==> src/rtl/trivium_pkg.sv <==
// Shared Trivium definitions: FSM states, tap positions (1-based, as in the
// cipher description) and the 288-bit key/IV load.
package trivium_pkg;

  typedef enum logic [1:0] {
    IDLE = 2'd0,
    INIT = 2'd1,
    RUN  = 2'd2
  } state_t;

  localparam int STATE_BITS = 288;
  localparam int R1_END     = 93;   // last bit of register A
  localparam int R2_END     = 177;  // last bit of register B

  localparam int T1_A     = 66;
  localparam int T1_B     = 93;
  localparam int T1_AND_A = 91;
  localparam int T1_AND_B = 92;
  localparam int T1_FB    = 171;
  localparam int T2_A     = 162;
  localparam int T2_B     = 177;
  localparam int T2_AND_A = 175;
  localparam int T2_AND_B = 176;
  localparam int T2_FB    = 264;
  localparam int T3_A     = 243;
  localparam int T3_B     = 288;
  localparam int T3_AND_A = 286;
  localparam int T3_AND_B = 287;
  localparam int T3_FB    = 69;

  // Bit k-1 of the vector holds Trivium state bit s_k.
  function automatic logic [STATE_BITS-1:0] trivium_load(input logic [79:0] key,
                                                         input logic [79:0] iv);
    logic [STATE_BITS-1:0] s;
    s          = '0;
    s[79:0]    = key;
    s[172:93]  = iv;
    s[287:285] = 3'b111;
    return s;
  endfunction

endpackage

==> src/rtl/trivium_step.sv <==
// One combinational Trivium bit-step: keystream bit z and the shifted state.
module trivium_step
  import trivium_pkg::*;
(
  input  logic [STATE_BITS-1:0] state_in,
  output logic [STATE_BITS-1:0] state_out,
  output logic                  z
);

  logic a1, a2, a3;
  logic f1, f2, f3;

  assign a1 = state_in[T1_A-1] ^ state_in[T1_B-1];
  assign a2 = state_in[T2_A-1] ^ state_in[T2_B-1];
  assign a3 = state_in[T3_A-1] ^ state_in[T3_B-1];
  assign z  = a1 ^ a2 ^ a3;

  assign f1 = a1 ^ (state_in[T1_AND_A-1] & state_in[T1_AND_B-1]) ^ state_in[T1_FB-1];
  assign f2 = a2 ^ (state_in[T2_AND_A-1] & state_in[T2_AND_B-1]) ^ state_in[T2_FB-1];
  assign f3 = a3 ^ (state_in[T3_AND_A-1] & state_in[T3_AND_B-1]) ^ state_in[T3_FB-1];

  // f3 enters s1, f1 enters s94, f2 enters s178; the rest shifts up by one.
  assign state_out = {state_in[STATE_BITS-2:R2_END], f2,
                      state_in[R2_END-2:R1_END], f1,
                      state_in[R1_END-2:0], f3};

endmodule

==> src/rtl/trivium_stream.sv <==
// Trivium stream cipher with valid/ready word interface, W keystream bits per cycle.
//   state | meaning
//   IDLE  | no key loaded or message finished; last output word may still drain
//   INIT  | warm-up, INIT_STEPS/W advances with keystream discarded
//   RUN   | one advance per accepted input word, output = input ^ keystream
module trivium_stream
  import trivium_pkg::*;
#(
  parameter int W          = 8,
  parameter int INIT_STEPS = 1152
) (
  input  logic         clk,
  input  logic         reset,
  input  logic         start,
  input  logic [79:0]  key,
  input  logic [79:0]  iv,
  input  logic         in_valid,
  output logic         in_ready,
  input  logic [W-1:0] in_data,
  input  logic         in_last,
  output logic         out_valid,
  input  logic         out_ready,
  output logic [W-1:0] out_data,
  output logic         out_last,
  output logic         busy
);

  localparam int INIT_CYCLES = INIT_STEPS / W;
  localparam int CNT_W       = (INIT_CYCLES > 1) ? $clog2(INIT_CYCLES) : 1;

  state_t                 state_q, state_d;
  logic [STATE_BITS-1:0]  s_q;
  logic [CNT_W-1:0]       init_cnt_q;
  logic [STATE_BITS-1:0]  chain [W+1];
  logic [W-1:0]           ks;
  logic                   init_done, accept, advance;

  assign chain[0] = s_q;

  for (genvar i = 0; i < W; i++) begin : g_step
    trivium_step u_step (
      .state_in (chain[i]),
      .state_out(chain[i+1]),
      .z        (ks[i])
    );
  end

  assign init_done = (init_cnt_q == '0);
  assign busy      = (state_q == INIT) || (state_q == RUN);
  assign in_ready  = (state_q == RUN) && (!out_valid || out_ready);
  // A reload wins over a word arriving on the same edge.
  assign accept    = in_valid && in_ready && !start;
  assign advance   = (state_q == INIT) || accept;

  always_ff @(posedge clk) begin
    if (reset) state_q <= IDLE;
    else       state_q <= state_d;
  end

  always_comb begin
    state_d = state_q;
    if (start) begin
      state_d = INIT;
    end else begin
      case (state_q)
        INIT:    if (init_done) state_d = RUN;
        RUN:     if (accept && in_last) state_d = IDLE;
        default: state_d = state_q;
      endcase
    end
  end

  always_ff @(posedge clk) begin
    if (reset) begin
      s_q        <= '0;
      init_cnt_q <= '0;
    end else if (start) begin
      s_q        <= trivium_load(key, iv);
      init_cnt_q <= CNT_W'(INIT_CYCLES - 1);
    end else if (advance) begin
      s_q <= chain[W];
      if ((state_q == INIT) && !init_done) init_cnt_q <= init_cnt_q - CNT_W'(1);
    end
  end

  // An abort drops the pending word; in IDLE the final word keeps draining.
  always_ff @(posedge clk) begin
    if (reset) begin
      out_valid <= 1'b0;
      out_data  <= '0;
      out_last  <= 1'b0;
    end else if (start && busy) begin
      out_valid <= 1'b0;
    end else if (accept) begin
      out_valid <= 1'b1;
      out_data  <= in_data ^ ks;
      out_last  <= in_last;
    end else if (out_ready) begin
      out_valid <= 1'b0;
    end
  end

endmodule

==> config.mk <==
export PLATFORM = sky130hd
export DESIGN_NAME = trivium_stream
export DESIGN_NICKNAME = d
export VERILOG_FILES = /design/src/rtl/trivium_pkg.sv /design/src/rtl/trivium_step.sv /design/src/rtl/trivium_stream.sv
export SDC_FILE = /design/constraint.sdc
export NUM_CORES = 1
export LEC_CHECK = 0
export CORE_ASPECT_RATIO = 0.5
export CORE_MARGIN = 1
export CORE_UTILIZATION = 45
export CTS_CLUSTER_DIAMETER = 50
export DETAILED_ROUTE_END_ITERATION = 12
export PLACE_DENSITY = 0.68
export SLEW_MARGIN = 5
export SYNTH_ARGS = -nofsm -noshare
export SYNTH_HDL_FRONTEND = slang
export SYNTH_SLANG_ARGS = --single-unit
==> constraint.sdc <==
create_clock -name clk -period 2.2 [get_ports clk]
set_input_delay 0.44 -clock clk [delete_from_list [all_inputs] [get_ports clk]]
set_output_delay 0.44 -clock clk [all_outputs]
set_load 0.03 [all_outputs]
==> out/qor.yml, run 1 <==
status: "finished, final reports clean"
postSynthNetCount: 1817
path_class: "in -> out"
cts_tree: "built"
fin_skew_ns: 0.00722
layoutNonFillerInstCount: 2201
root_buffer: "clkbuf_16"
synth_edf_count: 0
fin_nets: 1971
synthTopCellsByArea: "dfxtp_1, nand2_1, a311oi_1"
startpoint_type: "input port"
routed_wl_mm: 37.4
grt_setup_unrepaired: "no"
cts.hold.buffers_added: 0
avgViaCountPerCell: 5.38
period_needed_ns: 2.13
whs_ns: 0.259
ys_types: 39
slew_violations: 0
final_cell_mix: "nand2_1, dfxtp_1, nor2_1"
yosysTopAreaCellShare_pct: 47.1
initial_utilization_pct: 46.5
relSlewSlack_pct: 65.5
die-area_um2: 29800
coreArea_um2: 28100
seq_area_um2: 6170
syn_to_final_growth_pct: 28.1
fillers: 2491
utilization_pct: 59.6
dp_hpwl_mm: 26.9
crit_arrival_ns: 1.69
grt_pass1_wl_mm: 58.9
final_hold_viol_count: 0
overflow: 0
path_max_fanout: 4
synthArstFlopShare_pct: 0
cts_buffers: 28
wire_per_inst_um: 17.0
hp-class: "in -> reg"
finalSetupViolCount: 0
dp.cells: 2146
port_buffers: 185
pin_count: 186
die_h_um: 123
cp-end-kind: "output pin"
syn_area_um2: 13100
ys_ff_latch: 308
dieWidth_um: 243
clkSlewWorstSetupHoldPaths_ns: 0.06
required_ns: 1.76
p_per_area_nw_per_um2: 779
dr.first_iter.drc_count: 891
cts_max_path_buffers: 3
layout_commonest_cell: "nand2_1"
synth_ff_type: "dfxtp_1"
period_share_pct: 96.9
grt_pass1_vias: 11255
antenna_found_initial: 3
route.detailed.drc: 0
cap_violations: 0
synth.avg_cell_area_um2: 7.98
syn_inst: 1640
yosys_warnings: 0
drt-pass1-iter-count: 5
detail-route-antenna-nets: 0
yosys.area.top_type: "dfxtp_1"
clock_sinks: 308
yosysSeqAreaShare_pct: 47.1
clkLatencyLatePin_ns: 0.55
total_power_w: 0.0131
multiInputGateArea_um2: 6320
p_leak_nw: 5.92
rows: 43
postCtsSetupBuffers: 0
grt_max_degree: 101
vias: 11840
max_freq_ghz: 0.469
place_congestion: 0.869
h-tree-depth: 1
drive_gt1_share_pct: 7.27
fin_setup_tns_ns: 0
ir_worst_vdd_uv: 586
grt_use_total_pct: 24.7
worstMarginPinSlew_ns: 0.517
-- final cells by class --
cell class,instances,share of cell area [%]
Timing Repair Buffer,261,16.7
Inverter,9,0.246
Clock inverter,9,0.754
Clock buffer,42,4.86
Antenna cell,4,0.0597
Multi-Input combinational cell,1186,37.7
Tap cell,382,2.85
Sequential cell,308,36.8
-- state kept, by name (all words and copies together) (netlist names) --
register / count
out_valid: 1
state_q: 2
s_q: 288
out_data: 8
init_cnt_q: 8
out_last: 1
-- per-stage QoR --
| stage | setup WS, ns | cell area [µm²] |
|---|---|---|
| 2_1_floorplan | 0.466 | 13100 |
| 3_3_place_gp | -0.199 | 15800 |
| 3_5_place_dp | -0.201 | 15800 |
| 4_1_cts | 0.0253 | 16800 |
| 5_1_grt | 0.0000596 | 16800 |
| 6_report | 0.0692 | 16800 |
-- timing repair --
action	4_1_cts	5_1_grt
endpoints found under the setup margin	1	2
resized for setup	3	3
pin swaps	0	0
-- critical path, cell delays in order --
cell and delay [ns]:
clkdlybuf4s50_1 0.45, nand2b_1 0.27, buf_4 0.18, and2_1 0.20, buf_12 0.14
-- cell families (layout without fill, tap and decap cells) --
logic type,after synthesis,in the layout,synth area share (%)
buf+inv,146,321,4.78
simple gates,782,782,23.0
compound gates,317,317,17.5
xor+xnor,84,84,7.31
fa+ha+maj,3,3,0.287
other cells,0,4,0
flops,308,308,47.1
-- final timing paths --
check / start / end / slack (ns) / cells past startpoint
max: out_ready / in_ready / 0.07 / 5
min: reset / s_q[100] / 0.26 / 2
min reg2reg: s_q[216] / s_q[216] / 0.45 / 2
max reg2reg: state_q[1] / s_q[65] / 0.15 / 7
-- power by group --
part	switching (W)	internal (W)	total, W
Sequential	0.000197	0.00584	0.00604
Combinational	0.00102	0.000955	0.00197
Clock	0.00214	0.00291	0.00506
-- cell usage after synthesis, drive strengths merged (2+ instances only) --
master,count
clkbuf,93
dfxtp,308
nor2,189
xnor2,35
a211oi,8
nand2,569
o21ai,10
or2,2
nand2b,2
ha,3
buf,44
xnor3,16
a31o,2
nor2b,2
xor2,33
o32ai,16
or4,3
nand3b,8
inv,9
or3,2
o31ai,2
a21oi,121
a31oi,6
a311oi,147
-- layer usage --
metal  track usage, %  up-vias  wire [µm]
met2             40.4      293      17300
met5                0        -          0
met1             34.1     5629      17500
met3             3.43       57       1830
met4             7.04        0        828
li1                 -     5861          -
No activity file was read; power rests on OpenSTA's default activity.
==> run 2: changes to the inputs <==
--- a/config.mk
+++ b/config.mk
@@ -10,6 +10,7 @@
 export CORE_UTILIZATION = 45
 export CTS_CLUSTER_DIAMETER = 50
 export DETAILED_ROUTE_END_ITERATION = 12
+export HOLD_SLACK_MARGIN = 0.08
 export PLACE_DENSITY = 0.68
 export SLEW_MARGIN = 5
 export SYNTH_ARGS = -nofsm -noshare
==> results of run 2 <==
Final layout, timing and power as in run 1 (identical DEF).
==> run 3: changes to the inputs <==
--- a/config.mk
+++ b/config.mk
@@ -10,6 +10,8 @@
 export CORE_UTILIZATION = 45
 export CTS_CLUSTER_DIAMETER = 50
 export DETAILED_ROUTE_END_ITERATION = 12
+export GPL_ROUTABILITY_DRIVEN = 0
+export GPL_TIMING_DRIVEN = 0
 export HOLD_SLACK_MARGIN = 0.08
 export PLACE_DENSITY = 0.68
 export SLEW_MARGIN = 5
==> run 3 against run 2 <==
Against the previous run: cell count up 2.5%; global-route usage grew 2.2 points; die area unchanged; clock skew grew 0.0020 ns; non-clock buffer count rose by 59; combinational power decreased by 7%; worst setup slack got worse by 0.030 ns; fmax fell by 1.4%; highest routed layer unchanged.
==> out/qor.yml, run 3 (synthesized netlist as in run 1, its figures left out) <==
status: "finished, final reports clean"
finalSetupViolCount: 0
overflow: 0
grt_pass1_wl_mm: 62.8
fin_skew_ns: 0.00924
grt_setup_unrepaired: "yes"
reg.largest.list: "s_q (288), init_cnt_q (8), out_data (8)"
drt-pass1-iter-count: 5
cap_violations: 0
cp_cell_sequence: "clkdlybuf4s50_1, nand2b_1, and2_1, clkdlybuf4s15_2"
dr.first_iter.drc_count: 839
total_power_w: 0.0132
critPathBufInv: 2
antenna_found_initial: 2
min_to: "s_q[213]"
vias: 11987
slew_violations: 0
largest_reg_flops: 288
grt_max_degree: 16
cts_max_path_buffers: 3
routed_wl_mm: 40.1
ir_worst_vdd_uv: 435
layoutNonFillerInstCount: 2256
slowest_delay_ns: 0.45
relSlewSlack_pct: 47.6
r2r-end: "s_q[48]"
startpoint_type: "input port"
dp.cells: 2206
seqPwrFrac_pct: 45.9
die_h_um: 123
detail-route-antenna-nets: 0
layout_commonest_cell: "nand2_1"
final_cell_mix: "nand2_1, dfxtp_1, nor2_1"
stdcell_area_um2: 16400
p_per_area_nw_per_um2: 802
required_ns: 1.76
p_sw_w: 0.00342
fillers: 2590
initial_utilization_pct: 46.5
crit_arrival_ns: 1.72
dieWidth_um: 243
hp-class: "reg -> reg"
path_class: "in -> out"
h-tree-depth: 1
coreArea_um2: 28100
clkSlewWorstSetupHoldPaths_ns: 0.06
root_buffer: "clkbuf_16"
clkLatencyLatePin_ns: 0.55
cts_buffers: 28
r2r_slack_ns: 0.08
drive_gt1_share_pct: 6.09
period_needed_ns: 2.16
p_int_w: 0.00977
regMostFlops: "s_q"
syn_to_final_growth_pct: 25.7
max_freq_ghz: 0.463
final_hold_viol_count: 0
pin_count: 186
fin_setup_tns_ns: 0
clock_sinks: 308
path_max_fanout: 6
p_leak_nw: 5.77
postCtsSetupBuffers: 0
holdCritStartpoint: "s_q[213]"
cp-end-kind: "output pin"
place_area_um2: 15400
grt_pass1_vias: 11487
die-area_um2: 29800
cts_tree: "built"
worstMarginPinSlew_ns: 0.785
timing.rr.start: "state_q[1]"
period_share_pct: 98.2
route.detailed.drc: 0
reg2regPathDepth: 9
dp_hpwl_mm: 29.8
fin_ws_ns: 0.0394
wire_per_inst_um: 17.8
cpLargestDelayFamily: "buffers and inverters"
place_ws_ns: -0.606
avgViaCountPerCell: 5.31
crit_path_top_delay_cell: "clkdlybuf4s50_1"
holdPathStages: 2
clkPwrFrac_pct: 40.2
p_comb_share_pct: 13.9
fin_nets: 2030
swShare_pct: 25.9
port_buffers: 184
rows: 43
grt_use_total_pct: 26.9
cts.hold.buffers_added: 0
-- run 3: metal layers --
metal / vias to the layer above / routed length, µm / GRT usage (%)
met1: 5647 / 18800 / 37.7
met4: 0 / 865 / 7.00
met2: 293 / 18300 / 43.7
met5: - / 0 / 0
met3: 62 / 2140 / 3.72
li1: 5985 / - / -
-- run 3: metrics by stage --
step	utilization, %	hold slack (ns)
global route	58.5	0.465
CTS	58.3	0.453
global placement	54.7	0.439
finish	58.5	0.451
detailed placement	54.7	0.445
floorplan	-	0.432
-- run 3: power groups by stage --
| stage | Combinational [W] | Sequential (W) | Clock (W) |
|---|---|---|---|
| final | 0.00183 | 0.00606 | 0.00530 |
| after global routing | 0.00200 | 0.00608 | 0.00559 |
| after CTS | 0.00180 | 0.00605 | 0.00534 |
| after detailed placement | 0.00179 | 0.00617 | 0 |
| after global placement | 0.00178 | 0.00617 | 0 |
| after floorplan | 0.00111 | 0.00608 | 0 |
-- run 3: layout make-up --
cell class	count	area [µm²]	area share [%]
buffer	136	638	3.88
multi-input combinational	1186	6300	38.3
inverter	9	33.8	0.205
tap	382	478	2.91
clock buffer	42	845	5.13
timing repair buffer	184	1840	11.2
antenna	1	2.50	0.0152
sequential	308	6170	37.5
clock inverter	8	148	0.898
-- run 3: worst max path at each step --
stage,from,endpoint,slack [ns],cells past startpoint
floorplan,state_q[1],s_q[61],0.47,9
global placement,start,s_q[257],-0.63,6
detailed placement,start,s_q[250],-0.61,6
CTS,start,s_q[48],0.02,6
global route,state_q[1],s_q[183],-0.02,9
finish,out_ready,in_ready,0.04,4
-- run 3: timing repair --
item	CTS	global route
gates resized for setup	9	40
setup endpoints to repair	151	143
hold endpoints to repair	0	0
-- run 3: worst min-delay path: cells and delay by family (launching register included) --
kind / cells / cell delay [ns]
flip-flops: 1 / 0.31
AND/OR/NAND/NOR: 1 / 0.05
AO/OA/AOI/OAI: 1 / 0.05
